### config.mk
export PLATFORM = sky130hd
export DESIGN_NAME = reaction_timing_state
export DESIGN_NICKNAME = d
export VERILOG_FILES = /design/src/rtl/reaction_timing_state.sv
export SDC_FILE = /design/constraint.sdc
export NUM_CORES = 1
export LEC_CHECK = 0
export CAP_MARGIN = 40
export CORE_MARGIN = 2
export CORE_UTILIZATION = 57
export CTS_CLUSTER_DIAMETER = 30
export CTS_CLUSTER_SIZE = 14
export DETAILED_ROUTE_END_ITERATION = 6
export MAX_ROUTING_LAYER = met4
export PLACE_DENSITY = 0.81
export SKIP_CTS_REPAIR_TIMING = 1
export SLEW_MARGIN = 15
export SYNTH_ARGS = -nofsm -noshare
export SYNTH_HDL_FRONTEND = slang
export SYNTH_SLANG_ARGS = --single-unit
### constraint.sdc
create_clock -name clk -period 2.9 [get_ports clk]
set_input_delay 0.435 -clock clk [delete_from_list [all_inputs] [get_ports clk]]
set_output_delay 0.435 -clock clk [all_outputs]
set_load 0.03 [all_outputs]
### src/rtl/reaction_timing_state.sv
// Reaction timer measurement state: random pre-delay, stimulus LED,
// millisecond BCD count of the reaction, score hand-off and timeout.
module reaction_timing_state #(
  parameter int         TICK_DIV     = 50000,
  parameter int         MIN_DELAY_MS = 1000,
  parameter int         RAND_BITS    = 12,
  parameter logic [3:0] STATE_SELF   = 4'd2,
  parameter logic [3:0] STATE_NEXT   = 4'd3,
  parameter logic [3:0] STATE_ABORT  = 4'd0
) (
  input  logic       clk,
  input  logic       rst_n,
  input  logic       en,
  input  logic [1:0] KEY,
  output logic [3:0] score_a,
  output logic [3:0] score_b,
  output logic [3:0] score_c,
  output logic       stim,
  output logic [7:0] HEX0,
  output logic [7:0] HEX1,
  output logic [7:0] HEX2,
  output logic [3:0] out_state
);

  localparam int DLY_MAX = MIN_DELAY_MS + (1 << RAND_BITS) - 1;
  localparam int DW_RAW  = $clog2(DLY_MAX + 1);
  localparam int DW      = (DW_RAW > RAND_BITS + 1) ? DW_RAW : RAND_BITS + 1;
  localparam int DIVW    = (TICK_DIV > 1) ? $clog2(TICK_DIV) : 1;

  localparam logic [2:0] S_IDLE  = 3'd0;
  localparam logic [2:0] S_ARM   = 3'd1;
  localparam logic [2:0] S_WAIT  = 3'd2;
  localparam logic [2:0] S_GO    = 3'd3;
  localparam logic [2:0] S_DONE  = 3'd4;
  localparam logic [2:0] S_FAULT = 3'd5;

  logic [2:0]      state_q;
  logic [DW-1:0]   delay_q;
  logic [DIVW-1:0] div_q;
  logic [15:0]     lfsr_q;
  logic            s1_q, s2_q, s3_q, press_q;
  logic [3:0]      cnt_a, cnt_b, cnt_c;
  logic [3:0]      nxt_a, nxt_b, nxt_c;
  logic            tick;
  logic            cnt_max;
  logic            unused_key;

  assign unused_key = KEY[1];

  // Only the first falling edge per phase matters, so no debounce.
  always_ff @(posedge clk or negedge rst_n) begin
    if (!rst_n) begin
      s1_q    <= 1'b1;
      s2_q    <= 1'b1;
      s3_q    <= 1'b1;
      press_q <= 1'b0;
    end else begin
      s1_q    <= KEY[0];
      s2_q    <= s1_q;
      s3_q    <= s2_q;
      press_q <= s3_q & ~s2_q;
    end
  end

  always_ff @(posedge clk or negedge rst_n) begin
    if (!rst_n)
      lfsr_q <= 16'hACE1;
    else
      lfsr_q <= {lfsr_q[0] ^ lfsr_q[2] ^ lfsr_q[3] ^ lfsr_q[5],
                 lfsr_q[15:1]};
  end

  assign tick = (state_q != S_IDLE) &&
                (div_q == DIVW'(TICK_DIV - 1));

  always_ff @(posedge clk or negedge rst_n) begin
    if (!rst_n)
      div_q <= '0;
    else if (state_q == S_IDLE || tick)
      div_q <= '0;
    else
      div_q <= div_q + DIVW'(1);
  end

  always_comb begin
    nxt_a = cnt_a + 4'd1;
    nxt_b = cnt_b;
    nxt_c = cnt_c;
    if (cnt_a == 4'd9) begin
      nxt_a = 4'd0;
      nxt_b = cnt_b + 4'd1;
      if (cnt_b == 4'd9) begin
        nxt_b = 4'd0;
        nxt_c = cnt_c + 4'd1;
      end
    end
  end

  assign cnt_max = ({cnt_c, cnt_b, cnt_a} == 12'h999);

  always_ff @(posedge clk or negedge rst_n) begin
    if (!rst_n) begin
      state_q <= S_IDLE;
      delay_q <= '0;
      {cnt_c, cnt_b, cnt_a}       <= '0;
      {score_c, score_b, score_a} <= '0;
    end else if (!en) begin
      state_q <= S_IDLE;
      delay_q <= '0;
      {cnt_c, cnt_b, cnt_a} <= '0;
    end else begin
      unique case (state_q)
        S_IDLE: state_q <= S_ARM;
        S_ARM: begin
          delay_q <= DW'(MIN_DELAY_MS) +
                     DW'(lfsr_q[RAND_BITS-1:0]);
          {cnt_c, cnt_b, cnt_a}       <= '0;
          {score_c, score_b, score_a} <= '0;
          state_q <= S_WAIT;
        end
        S_WAIT: begin
          if (press_q) begin
            {score_c, score_b, score_a} <= '0;
            state_q <= S_FAULT;
          end else if (tick) begin
            delay_q <= delay_q - DW'(1);
            if (delay_q <= DW'(1))
              state_q <= S_GO;
          end
        end
        // A press beats a same-cycle tick; 999 saturates instead of wrapping.
        S_GO: begin
          if (press_q) begin
            {score_c, score_b, score_a} <= {cnt_c, cnt_b, cnt_a};
            state_q <= S_DONE;
          end else if (tick) begin
            if (cnt_max) begin
              {score_c, score_b, score_a} <= 12'h999;
              state_q <= S_DONE;
            end else begin
              {cnt_c, cnt_b, cnt_a} <= {nxt_c, nxt_b, nxt_a};
            end
          end
        end
        S_DONE:  state_q <= S_DONE;
        S_FAULT: state_q <= S_FAULT;
        default: state_q <= S_IDLE;
      endcase
    end
  end

  assign stim = (state_q == S_GO);

  always_comb begin
    unique case (state_q)
      S_DONE:  out_state = STATE_NEXT;
      S_FAULT: out_state = STATE_ABORT;
      default: out_state = STATE_SELF;
    endcase
  end

  function automatic logic [7:0] seg7(input logic [3:0] d);
    case (d)
      4'd0:    seg7 = 8'hC0;
      4'd1:    seg7 = 8'hF9;
      4'd2:    seg7 = 8'hA4;
      4'd3:    seg7 = 8'hB0;
      4'd4:    seg7 = 8'h99;
      4'd5:    seg7 = 8'h92;
      4'd6:    seg7 = 8'h82;
      4'd7:    seg7 = 8'hF8;
      4'd8:    seg7 = 8'h80;
      4'd9:    seg7 = 8'h90;
      default: seg7 = 8'hFF;
    endcase
  endfunction

  assign HEX0 = seg7(cnt_a);
  assign HEX1 = seg7(cnt_b);
  assign HEX2 = seg7(cnt_c);

endmodule

After elaboration in Yosys (flattened, before gate mapping)
Memories as Yosys holds them, arrays and structs flattened.
Cells that the tools add are included.
{"block": "op_classes", "addsub": 6, "order_cmp": 1, "n_eq_ne": 25, "mux": 43, "bitwise": 5, "n_reduce_logical": 11}
{"cell": "4-bit two-way mux", "n": 23}
{"cell": "13-bit two-way mux", "n": 3}
{"cell": "4-bit case mux with 3 select lines", "n": 3}
{"cell": "13-bit case mux with 2 select lines", "n": 1}
{"cell": "4-bit case mux with 2 select lines", "n": 3}
{"cell": "3-bit two-way mux", "n": 7}
{"cell": "3-bit case mux with 6 select lines", "n": 1}
{"cell": "16-bit by 1-bit adder with 16-bit output (second input constant)", "n": 1}
{"cell": "16-bit equality test (second input constant)", "n": 1}
{"cell": "16-bit two-way mux", "n": 1}
{"cell": "10-bit by 12-bit adder with 13-bit output (first input constant)", "n": 1}
{"cell": "13-bit by 1-bit less-or-equal comparator with 1-bit output (second input constant)", "n": 1}
{"cell": "13-bit by 1-bit subtractor with 13-bit output (second input constant)", "n": 1}
{"cell": "4-bit by 1-bit adder with 4-bit output (second input constant)", "n": 3}
{"cell": "12-bit equality test (second input constant)", "n": 1}
{"cell": "3-bit by 1-bit != test with 1-bit output (second input constant)", "n": 4}
{"cell": "3-bit != test (second input constant)", "n": 4}
{"cell": "5-bit AND reduction", "n": 2}
{"cell": "3-bit by 2-bit != test with 1-bit output (second input constant)", "n": 3}
{"cell": "4-bit equality test (second input constant)", "n": 2}
{"cell": "4-bit by 2-bit != test with 1-bit output (second input constant)", "n": 2}
{"cell": "4-bit != test (second input constant)", "n": 2}
{"cell": "4-bit AND reduction", "n": 2}
{"cell": "3-bit by 2-bit equality test with 1-bit output (second input constant)", "n": 2}
{"cell": "other kinds (13)", "n": 17}
{"block": "totals", "reg_bits": 76, "mem_bits_ro": 336, "in_bits": 5, "wordCells": 108, "memories": 3}
{"name": "(no name shown)", "words": 16, "word_bits": 7, "rd": 1, "rd_clocked_by_memory_dff": 0, "wr": 0, "line_no": "163", "rtl": "case (d)"}
{"name": "(no name shown)", "words": 16, "word_bits": 7, "rd": 1, "rd_clocked_by_memory_dff": 0, "wr": 0, "line_no": "163"}
{"name": "(no name shown)", "words": 16, "word_bits": 7, "rd": 1, "rd_clocked_by_memory_dff": 0, "wr": 0, "line_no": "163"}

Logic depth before layout (Yosys ltp)
Gate-level depths: netlist (run 1).
{"block": "depth", "word_depth": 8, "depth_mapped": 9, "mapped_depth_nobuf": 7}

Least setup slack after synthesis (run 1)
Ideal clock, no wire load.
{"block": "synth_timing", "path_kind": "register -> register", "from": "register div_q[0]", "to": "register cnt_b[0]", "arrival_ps": 1930, "required_ps": 2775, "setup_slack_ps": 846, "path_stages_with_launch": 9, "n_path_buf": 2, "cell_sequence": "dfrtp_1 > ha_1 > and3_1 > clkbuf_1 > and4_1 > buf_2 > o2111ai_2 > nor2_1 > mux2_2"}
{"block": "synth_between", "elab_chain_len": 4}
{"element": "start, declared", "line_no": "39", "rtl": "logic [DIVW-1:0] div_q;"}
{"element": "start signal, assigned", "line_no": "82", "rtl": "div_q <= div_q + DIVW'(1);"}
{"element": "16-bit equality test", "line_no": "74", "rtl": "(div_q == DIVW'(TICK_DIV - 1));"}
{"element": "1-bit logical AND", "line_no": "73", "rtl": "assign tick = (state_q != S_IDLE) &&"}
{"element": "3-bit by 2-bit != test with 1-bit output (no line)"}
{"element": "5-bit AND reduction (no line)"}
{"element": "end signal, assigned", "line_no": "141", "rtl": "{cnt_c, cnt_b, cnt_a} <= {nxt_c, nxt_b, nxt_a};"}
{"element": "end, declared", "line_no": "42", "rtl": "logic [3:0] cnt_a, cnt_b, cnt_c;"}
No other way between the ends.
A chain may end at the register's enable or synchronous reset.

Worst setup path in the final report (run 1)
{"block": "layout_timing", "from": "register cnt_c[1]", "to": "output port HEX2[0]"}
{"block": "layout_between", "elab_chain_len": 1}
{"element": "start, declared", "line_no": "42"}
{"element": "start signal, assigned", "line_no": "141"}
{"element": "memory read 16 x 7 bit"}
{"element": "end, declared", "line_no": "21", "rtl": "output logic [7:0] HEX2,"}
No other way between the ends.

==> results of run 1 <==
==> cells by family after synthesis <==
family          Yosys count  synth area share, %
mux                       3                0.711
flops                    76                 43.5
compound gates          128                 19.3
other cells               2                0.171
fa+ha+maj                19                 5.40
buf+inv                  49                 4.66
simple gates            183                 21.5
xor+xnor                 24                 4.78
==> power groups by stage <==
| stage | clock, mW | combinational (mW) | sequential [mW] |
|---|---|---|---|
| 6_report | 0.816 | 0.608 | 1.21 |
| 2_1_floorplan | 0 | 0.396 | 1.25 |
| 5_1_grt | 0.878 | 0.671 | 1.22 |
| 3_5_place_dp | 0 | 0.603 | 1.23 |
| 4_1_cts | 0.826 | 0.605 | 1.21 |
| 3_3_place_gp | 0 | 0.585 | 1.23 |
==> worst reg2reg max path, delay by kind of cell (launching register included) <==
| family | cells | cell delay [ps] |
|---|---|---|
| muxes | 1 | 370 |
| AOI/OAI and AO/OA | 1 | 290 |
| DFF | 1 | 440 |
| and+or+nand+nor | 3 | 1260 |
==> placed cells by master, fill, tap and decap left out, types with 7 or more instances in the layout <==
master	netlist	final
a21oi_1	32	32
a31oi_1	8	8
clkbuf_8	0	9
clkdlybuf4s50_1	0	34
dfrtp_1	65	64
dfstp_2	11	11
ha_1	19	19
inv_1	19	19
nand2_1	32	32
nand2b_1	8	8
nand3_1	15	15
nor2_1	58	58
nor3_1	14	14
o21ai_0	31	31
o31ai_1	7	7
xnor2_1	12	12
xor2_1	12	12
==> final cells by class <==
class | instances | area [um2]
Inverter | 19 | 71.3
Timing Repair Buffer | 45 | 455
Tap cell | 102 | 128
Fill cell | 643 | 2540
Clock buffer | 9 | 124
Sequential cell | 76 | 1920
Multi-Input combinational cell | 362 | 2290
Clock inverter | 7 | 76.3
==> routing by layer <==
metal  track usage (%)  up-vias  share of wire, %
li1                  -     1782                 -
met1              36.2     1810                45
met2              39.1      133                49
met3              3.70       16               5.0
met4              8.71        0               1.7
met5                 -        -                 0
==> sequential cells by signal, summed over array words and instances (netlist names) <==
signal and flops:
div_q 16, lfsr_q 16, delay_q 13, cnt_a 4, cnt_b 4, cnt_c 4, score_a 4, score_b 4
score_c 4, state_q 3, press_q 1, s1_q 1, s2_q 1, s3_q 1
==> path summary, 6_finish.rpt <==
| kind | endpoint | slack [ps] |
|---|---|---|
| worst max register to register | cnt_b[0] | 430 |
| worst max-delay path | HEX2[0] | 170 |
| min in group clk | s2_q | 360 |
| worst min-delay path | delay_q[6] | 40 |
| worst min register to register | s2_q | 360 |
| max in group asynchronous | cnt_c[1] | 2290 |
==> through the flow <==
step	hold slack [ps]	cells
global route	70.2	620
floorplan	139	487
finish	35.2	620
global placement	337	603
CTS	50.4	620
detailed placement	343	604
==> metrics.md, run 1 <==
| Metric | Value |
|---|---|
| Post-place setup slack | `318 ps` |
| DR iter-0 viols | `357` |
| Worst Hold Class | `in2async` |
| Final Max Tran Viols | `0` |
| IO Port Bufs | `39` |
| Fin crit period | `2730 ps` |
| CTS tree | `built` |
| TritonCTS Buffers | `9` |
| Pre-Repair DR Iteration Count | `7` |
| CP Capture Type | `output pin` |
| Pwr Total | `2.64 mW` |
| Post-route setup slack | `166 ps` |
| Switching power share of the total | `33.0%` |
| Slew HR | `50.6%` |
| Reg2Reg Launch Point | `div_q[4]` |
| Bufs and invs on worst path | `2` |
| Ant. Diodes | `0` |
| Initial antenna violation count | `0` |
| Power Dens Cells | `521 mW/mm2` |
| Critical path depth | `6` |
| Fmax | `0.366 GHz` |
| Clock insertion delay at the later pin of the skew report | `350 ps` |
| Clock network power share | `31.0%` |
| Post-synthesis async set-or-reset flop share | `100%` |
| Post-DP HPWL | `7030 um` |
| Fin. Hold Viols | `0` |
| Worst vdd ir | `325 uV` |
| Final setup fails | `0` |
| Critical Path Start Type | `flip-flop` |
| Overall routed net length | `9960 um` |
| P_int | `1.77 mW` |
| Util after Layout | `66.6%` |
| Top cell family by delay on the critical path | `buffers and inverters` |
| Root Driver | `clkbuf_8` |
| Nets | `537` |
| RSZ-0062 raised after global routing | `no` |
| Num rows | `32` |
| Die extent in x | `91.9 um` |
| Critical path class | `reg2out` |
| CP peak stage delay | `590 ps` |
| GRT Util Overall | `25.8%` |
| Crit-path cells | `inv_1, ha_1, or2_2, a21oi_1, nor2_1, clkdlybuf4s50_1` |
| Post-route ant nets | `0` |
| IO Count | `46` |
| Syn Area/Cell | `9.09 um2` |
| Worst setup startpoint | `cnt_c[1]` |
| Vias per cell | `6.03` |
| CTS Buffer Depth | `2` |
| Gpl congestion | `0.850` |
| Top cell type's share of synthesized area | `37.0%` |
| TritonCTS sink count | `76` |
| Avg WL per Cell | `16.1 um` |
| Outcome | `completed` |
| Synth area leader | `dfrtp_1` |
| Netlist cell types | `59` |
| Max Cap Violations | `0` |
| Period utilization | `94.3%` |
| Most numerous cell in the Yosys netlist | `dfrtp_1` |
| Cell Area, Synth | `0.00440 mm2` |
| Clock-pin slew on the worst setup and hold paths | `80 ps` |
| Sequential power share | `46.0%` |
| Final instance area | `0.00506 mm2` |
| H-tree Lvls | `3` |
| Tightest Pin Transition | `722 ps` |
| TNS Setup | `0 ps` |
| Vias in the first global route | `3,523` |
| Register area share after synthesis | `43.5%` |
| Leakage | `2.28 nW` |
| Layout cells sized above 1 | `9.46%` |
| Dominant synthesized flop cell | `dfrtp_1` |
| Total gr overflow | `0` |
| Worst-path fanout max | `8` |
| Psw | `0.870 mW` |
| Synthesis-stage register bit count | `76` |
| Most frequent cells after synthesis | `dfrtp_1, nor2_1, a21oi_1, nand2_1, o21ai_0` |
| EDFF count, synth | `0` |
| Worst-case reg-to-reg path depth | `5` |
| Core box area | `0.00761 mm2` |
| Die height | `91.9 um` |
| DRC violations left | `0` |
| Area grow syn2layout | `15.0%` |
| Combinational Power Share | `23.0%` |
| Die area | `0.00844 mm2` |
| Largest net degree at the start of global routing | `40` |
| Slowest stage cell, crit path | `clkdlybuf4s50_1` |
| Synth warn | `0` |
| Synth Instances | `484` |
| Synth area leaders | `dfrtp_1, dfstp_2, ha_1` |
| Via count | `3,741` |
| Crit path required time | `2470 ps` |
| Starting density of the core | `57.9%` |
| First-pass GRT wire length | `17,100 um` |
| Worst clock skew | `7.19 ps` |
| Area after DPL | `0.00485 mm2` |
| CP arrival | `2300 ps` |
Note: power is estimated with default switching activity, not from simulation.
==> inputs of run 2 (changes only) <==
Settings changed: CORE_UTILIZATION 57 to 45, CTS_CLUSTER_DIAMETER 30 to 60, PLACE_DENSITY 0.81 to 0.67.
==> run 2 against run 1 <==
Compared with the run above: total power fell by 2.2%; fmax is essentially flat; register-to-register slack better by 40 ps; sequential power barely moved; critical path type unchanged; largest power group unchanged; highest routed layer unchanged.
==> metrics.md, run 2 (synthesis results as in run 1) <==
| Metric | Value |
|---|---|
| Outcome | `completed` |
| Gpl congestion | `0.858` |
| DRC violations left | `0` |
| Final Max Tran Viols | `0` |
| Final setup fails | `0` |
| First-pass GRT wire length | `16,600 um` |
| Commonest non-fill, non-tap cell in the layout | `dfrtp_1` |
| Fin crit period | `2730 ps` |
| Clock-pin slew on the worst setup and hold paths | `80 ps` |
| # fillers | `931` |
| CP Capture Type | `output pin` |
| Area after DPL | `0.00490 mm2` |
| IO Count | `46` |
| Critical Path Start Type | `flip-flop` |
| CP arrival | `2300 ps` |
| Switching power share of the total | `33.1%` |
| Avg WL per Cell | `15.2 um` |
| Total gr overflow | `0` |
| Num rows | `36` |
| Nets | `538` |
| Ant. Diodes | `0` |
| Power Dens Cells | `505 mW/mm2` |
| Crit path required time | `2470 ps` |
| Reg2Reg Launch Point | `div_q[4]` |
| Largest net degree at the start of global routing | `61` |
| Via count | `3,628` |
| Psw | `0.853 mW` |
| Starting density of the core | `45.7%` |
| Initial antenna violation count | `0` |
| RSZ-0062 raised after global routing | `no` |
| CTS Buffer Depth | `2` |
| Placed cells | `635` |
| Die height | `103 um` |
| Pre-Repair DR Iteration Count | `4` |
| Area grow syn2layout | `15.9%` |
| Clock insertion delay at the later pin of the skew report | `350 ps` |
| Sequential power share | `47.1%` |
| Worst setup startpoint | `cnt_c[1]` |
| Combinational Power Share | `23.5%` |
| Tightest Pin Transition | `688 ps` |
| Core box area | `0.00964 mm2` |
| TNS Setup | `0 ps` |
| Fmax | `0.366 GHz` |
| Post-route setup slack | `167 ps` |
| Post-DP HPWL | `7010 um` |
| Overall routed net length | `9930 um` |
| Leakage | `2.27 nW` |
| Vias in the first global route | `3,385` |
| Layout cells sized above 1 | `9.44%` |
| Largest registers | `div_q (16), lfsr_q (16), delay_q (13)` |
| Max Cap Violations | `0` |
| IO Port Bufs | `39` |
| P_int | `1.73 mW` |
| Worst-path fanout max | `8` |
| Worst clock skew | `11.8 ps` |
| TritonCTS Buffers | `9` |
| Period utilization | `94.2%` |
| Clock network power share | `29.4%` |
| TritonCTS sink count | `76` |
| Worst vdd ir | `213 uV` |
| Final instance area | `0.00510 mm2` |
| Post-place setup slack | `416 ps` |
| H-tree Lvls | `3` |
| Post-route ant nets | `0` |
| Commonest cells after routing, fill and taps aside | `dfrtp_1, nor2_1, clkdlybuf4s50_1` |
| Worst Hold Class | `reg2reg` |
| GRT Util Overall | `20.5%` |
| Slew HR | `53.0%` |
| Finished Layout Cells | `652` |
| Min-delay src | `lfsr_q[12]` |
| CTS tree | `built` |
| Die area | `0.0106 mm2` |
| Vias per cell | `5.56` |
| Die extent in x | `103 um` |
| Root Driver | `clkbuf_8` |
| Fin. Hold Viols | `0` |
| DR iter-0 viols | `184` |
| Critical path class | `reg2out` |
## run 2: cell count changes in the layout (fill, tap and decap cells not counted)
cell             before  now
bufinv_16             1    0
buf_12                1    0
buf_16                0    1
clkdlybuf4s50_1      34   35
clkinv_2              1    2
dlygate4sd3_1         0    1
dlymetal6s2s_1        4    3
clkinv_4              2    1
clkbuf_8              9   11
clkinvlp_4            2    1
## run 2: critical path: stages (launching register included)
cell and delay [ps]:
dfrtp_2 450, inv_1 130, ha_1 210, or2_2 290
a21oi_1 210, nor2_1 70, clkdlybuf4s50_1 590
## run 2: power by group through the flow
stage          clock, mW  combinational [mW]  sequential (mW)
6_report           0.758               0.606             1.21
3_5_place_dp           0               0.607             1.23
2_1_floorplan          0               0.396             1.25
5_1_grt            0.829               0.672             1.23
3_3_place_gp           0               0.589             1.23
4_1_cts            0.784               0.610             1.21
## run 2: routing by layer
layer / part of all wire [%] / track usage, % / up-vias
met5: 0 / - / -
met4: 1.3 / 6.78 / 0
met3: 2.5 / 3.05 / 13
met2: 48 / 31.9 / 61
met1: 48 / 27.7 / 1779
li1: - / - / 1775
## run 2: path summary, 6_finish.rpt
kind	to	slack, ps	depth (start not counted)
min in group asynchronous	cnt_a[1]	500	2
setup / recovery	HEX2[0]	170	6
max in group asynchronous	s2_q	1780	3
hold / removal	lfsr_q[11]	350	0
hold reg to reg	lfsr_q[11]	350	0
setup reg to reg	cnt_b[0]	470	5
## run 2: cell type report
| cell class | count | area (um2) | area share, % |
|---|---|---|---|
| timing repair buffer | 46 | 470 | 9.22 |
| clock inverter | 5 | 35.0 | 0.686 |
| clock buffer | 11 | 151 | 2.97 |
| sequential | 76 | 1920 | 37.6 |
| tap | 133 | 166 | 3.26 |
| multi-input combinational | 362 | 2290 | 44.9 |
| inverter | 19 | 71.3 | 1.40 |
## run 2: stage by stage
step / hold WS (ps) / util [%] / power, mW
5_1_grt: 364 / 52.9 / 2.73
2_1_floorplan: 139 / - / 1.65
4_1_cts: -47.0 / 52.8 / 2.61
3_5_place_dp: 331 / 50.8 / 1.84
3_3_place_gp: 339 / 50.5 / 1.82
6_report: 353 / 52.9 / 2.58
==> inputs of run 3 (changes only) <==
Settings changed: ABC_AREA set to 1, PLACE_DENSITY 0.67 to unset, PLACE_DENSITY_LB_ADDON set to 0.2.
==> run 3 against run 2 <==
Compared with the run above: global-route usage decreased by 0.76 points; critical endpoint is now HEX0[3]; via count is 13% higher; clock power is 23% higher; worst hold slack better by 1.2 ps; fmax decreased by 0.76%; clock skew fell by 4.5 ps; flip-flop and latch count is the same; design area rose by 5.4%; register-to-register slack better by 270 ps; largest cell class unchanged; synthesized area increased by 5.3%; critical path type unchanged.
==> metrics.md, run 3 <==
| Metric | Value |
|---|---|
| Synthesis-stage register bit count | `76` |
| CTS Buffer Depth | `2` |
| Initial antenna violation count | `0` |
| Slew HR | `62.0%` |
| Worst-path fanout max | `7` |
| Crit path required time | `2470 ps` |
| Root Driver | `clkbuf_8` |
| Slowest stage cell, crit path | `clkdlybuf4s50_1` |
| IO Count | `46` |
| Critical Path Start Type | `flip-flop` |
| Clock insertion delay at the later pin of the skew report | `350 ps` |
| GR Util met3 | `2.78%` |
| Worst Hold Class | `reg2reg` |
| Critical path class | `reg2out` |
| Largest registers | `div_q (16), lfsr_q (16), delay_q (13)` |
| Worst-case reg-to-reg path depth | `10` |
| Final instance area | `0.00538 mm2` |
| Num rows | `37` |
| First-pass GRT wire length | `17,500 um` |
| Vias per cell | `5.12` |
| CP Capture Type | `output pin` |
| Adder-cell share of the synthesized area | `5.13%` |
| Commonest cells after routing, fill and taps aside | `nand2_1, nor2_1, dfrtp_1` |
| H-tree Lvls | `3` |
| TritonCTS Buffers | `9` |
| Die height | `106 um` |
| # fillers | `987` |
| Worst Setup EP | `HEX0[3]` |
| Fin. Hold Viols | `0` |
| IO Port Bufs | `39` |
| Final Max Tran Viols | `0` |
| Worst clock skew | `7.34 ps` |
| Register area share after synthesis | `41.3%` |
| Starting density of the core | `45.5%` |
| Commonest non-fill, non-tap cell in the layout | `nand2_1` |
| Gpl congestion | `0.877` |
| Ant. Diodes | `0` |
| Fin crit period | `2750 ps` |
| EDFF count, synth | `0` |
| Overall routed net length | `10,200 um` |
| Synth area leaders | `dfrtp_1, nand2_1, dfstp_2` |
| GRT Util Overall | `19.8%` |
| Die area | `0.0111 mm2` |
| Final setup fails | `0` |
| Most frequent cells after synthesis | `nand2_1, nor2_1, dfrtp_1, inv_1, nand3_1` |
| CTS tree | `built` |
| Leakage | `2.55 nW` |
| Cell Area, Synth | `0.00464 mm2` |
| Pre-Repair DR Iteration Count | `5` |
| Synth warn | `0` |
| Post-synthesis async set-or-reset flop share | `100%` |
| Largest net degree at the start of global routing | `60` |
| Most numerous cell in the Yosys netlist | `nand2_1` |
| Bufs and invs on worst path | `3` |
| Vias in the first global route | `3,786` |
| Synth Instances | `619` |
| Power Dens Cells | `740 mW/mm2` |
| Syn Area/Cell | `7.49 um2` |
| Most numerous cell on the critical path | `inv_1` |
| Main combinational cell family by area after synthesis | `simple AND/OR/NAND/NOR gates` |
| TritonCTS sink count | `76` |
| Tightest Pin Transition | `565 ps` |
| RSZ-0062 raised after global routing | `no` |
| Critical path depth | `6` |
| Clock-pin slew on the worst setup and hold paths | `80 ps` |
| R2R Setup Slk | `740 ps` |
| Netlist cell types | `39` |
| Area grow syn2layout | `16.0%` |
| Top cell family by delay on the critical path | `buffers and inverters` |
| Routing usage on met1 | `25.5%` |
| GR peak layer | `met2` |
| DRC violations left | `0` |
| CP peak stage delay | `700 ps` |
| Area after DPL | `0.00513 mm2` |
| Synth Area in Compound Gates | `9.96%` |
| R2R Path End | `delay_q[0]` |
| Post-DP HPWL | `7550 um` |
| Worst setup startpoint | `cnt_a[0]` |
| Nets | `682` |
| Reg2Reg Launch Point | `state_q[2]` |
| Total gr overflow | `0` |
| Synth area leader | `dfrtp_1` |
| Max Cap Violations | `0` |
| Crit-path cells | `inv_1, ha_1, nand2_1, inv_1, o21ai_0, clkdlybuf4s50_1` |
| Finished Layout Cells | `799` |
| Worst vdd ir | `363 uV` |
| Avg WL per Cell | `12.8 um` |
| Placed cells | `782` |
| CP arrival | `2320 ps` |
| Via count | `4,087` |
| Fmax | `0.363 GHz` |
| Layout cells sized above 1 | `8.60%` |
| Post-synthesis simple-gate area fraction | `33.5%` |
| Xor/xnor cell area share of the yosys netlist | `1.89%` |
| Outcome | `completed` |
| Mux contribution to synthesized area | `0%` |
| TNS Setup | `0 ps` |
| Top cell type's share of synthesized area | `35.1%` |
| DR iter-0 viols | `256` |
| Met2 Track Usage GR | `32.0%` |
| Dominant synthesized flop cell | `dfrtp_1` |
| Post-route ant nets | `0` |
| Die extent in x | `106 um` |
| Core box area | `0.0102 mm2` |
| Period utilization | `95.0%` |
-- run 3: final cells by class --
| type | count | area (um2) | share of cell area [%] |
|---|---|---|---|
| clock buffers | 12 | 188 | 3.49 |
| clock inverters | 4 | 51.3 | 0.954 |
| inverters | 68 | 255 | 4.75 |
| multi-input cells | 460 | 2360 | 43.8 |
| flip-flops and latches | 76 | 1920 | 35.6 |
| well taps | 136 | 170 | 3.16 |
| repair buffers | 43 | 440 | 8.19 |
-- run 3: power breakdown --
group | leakage [nW] | total [mW] | internal (mW) | switching, mW
Sequential | 1.00 | 1.35 | 1.20 | 0.151
Combinational | 1.43 | 1.70 | 0.561 | 1.14
Clock | 0.119 | 0.929 | 0.526 | 0.403
Total | 2.55 | 3.98 | 2.29 | 1.69
-- run 3: worst min-delay path by stage --
stage	start	to	slack [ps]	depth (start not counted)
2_1_floorplan	rst_n	cnt_a[0]	140	0
3_3_place_gp	lfsr_q[12]	lfsr_q[11]	340	0
3_5_place_dp	rst_n	score_a[2]	330	1
4_1_cts	rst_n	score_a[2]	-60	1
5_1_grt	lfsr_q[12]	lfsr_q[11]	360	0
6_report	lfsr_q[12]	lfsr_q[11]	350	0
-- run 3: stage by stage --
| stage | utilization, % | total power [mW] | setup WS (ps) | hold WS (ps) |
|---|---|---|---|---|
| 6_report | 52.8 | 3.98 | 146 | 355 |
| 5_1_grt | 52.8 | 4.28 | 10.4 | 361 |
| 4_1_cts | 52.7 | 4.00 | 145 | -55.3 |
| 3_5_place_dp | 50.4 | 3.06 | 543 | 330 |
| 3_3_place_gp | 50.1 | 3.02 | 568 | 336 |
| 2_1_floorplan | - | 2.63 | 822 | 139 |
-- run 3: worst reg2reg max path: stages (launching register included) --
cell     delay [ps]
dfrtp_1         390
inv_2           130
nand2_1         100
nor2_4          370
inv_2           230
nor2_1          140
nand2_1         110
nand2_1         270
buf_4           210
nand2_1          50
o21ai_0          70
-- run 3: metal layers --
metal	share of wire, %	vias to the layer above
met5	0	-
met4	1.8	0
met3	3.8	13
met2	49	85
met1	46	1901
li1	-	2088
-- run 3: logic make-up (layout without fill, tap and decap cells) --
family | after synthesis | after routing
AO/OA/AOI/OAI | 86 | 86
XOR/XNOR | 10 | 10
adder cells (fa/ha/maj) | 19 | 19
buffers and inverters | 86 | 127
flip-flops | 76 | 76
other | 2 | 5
AND/OR/NAND/NOR | 340 | 340
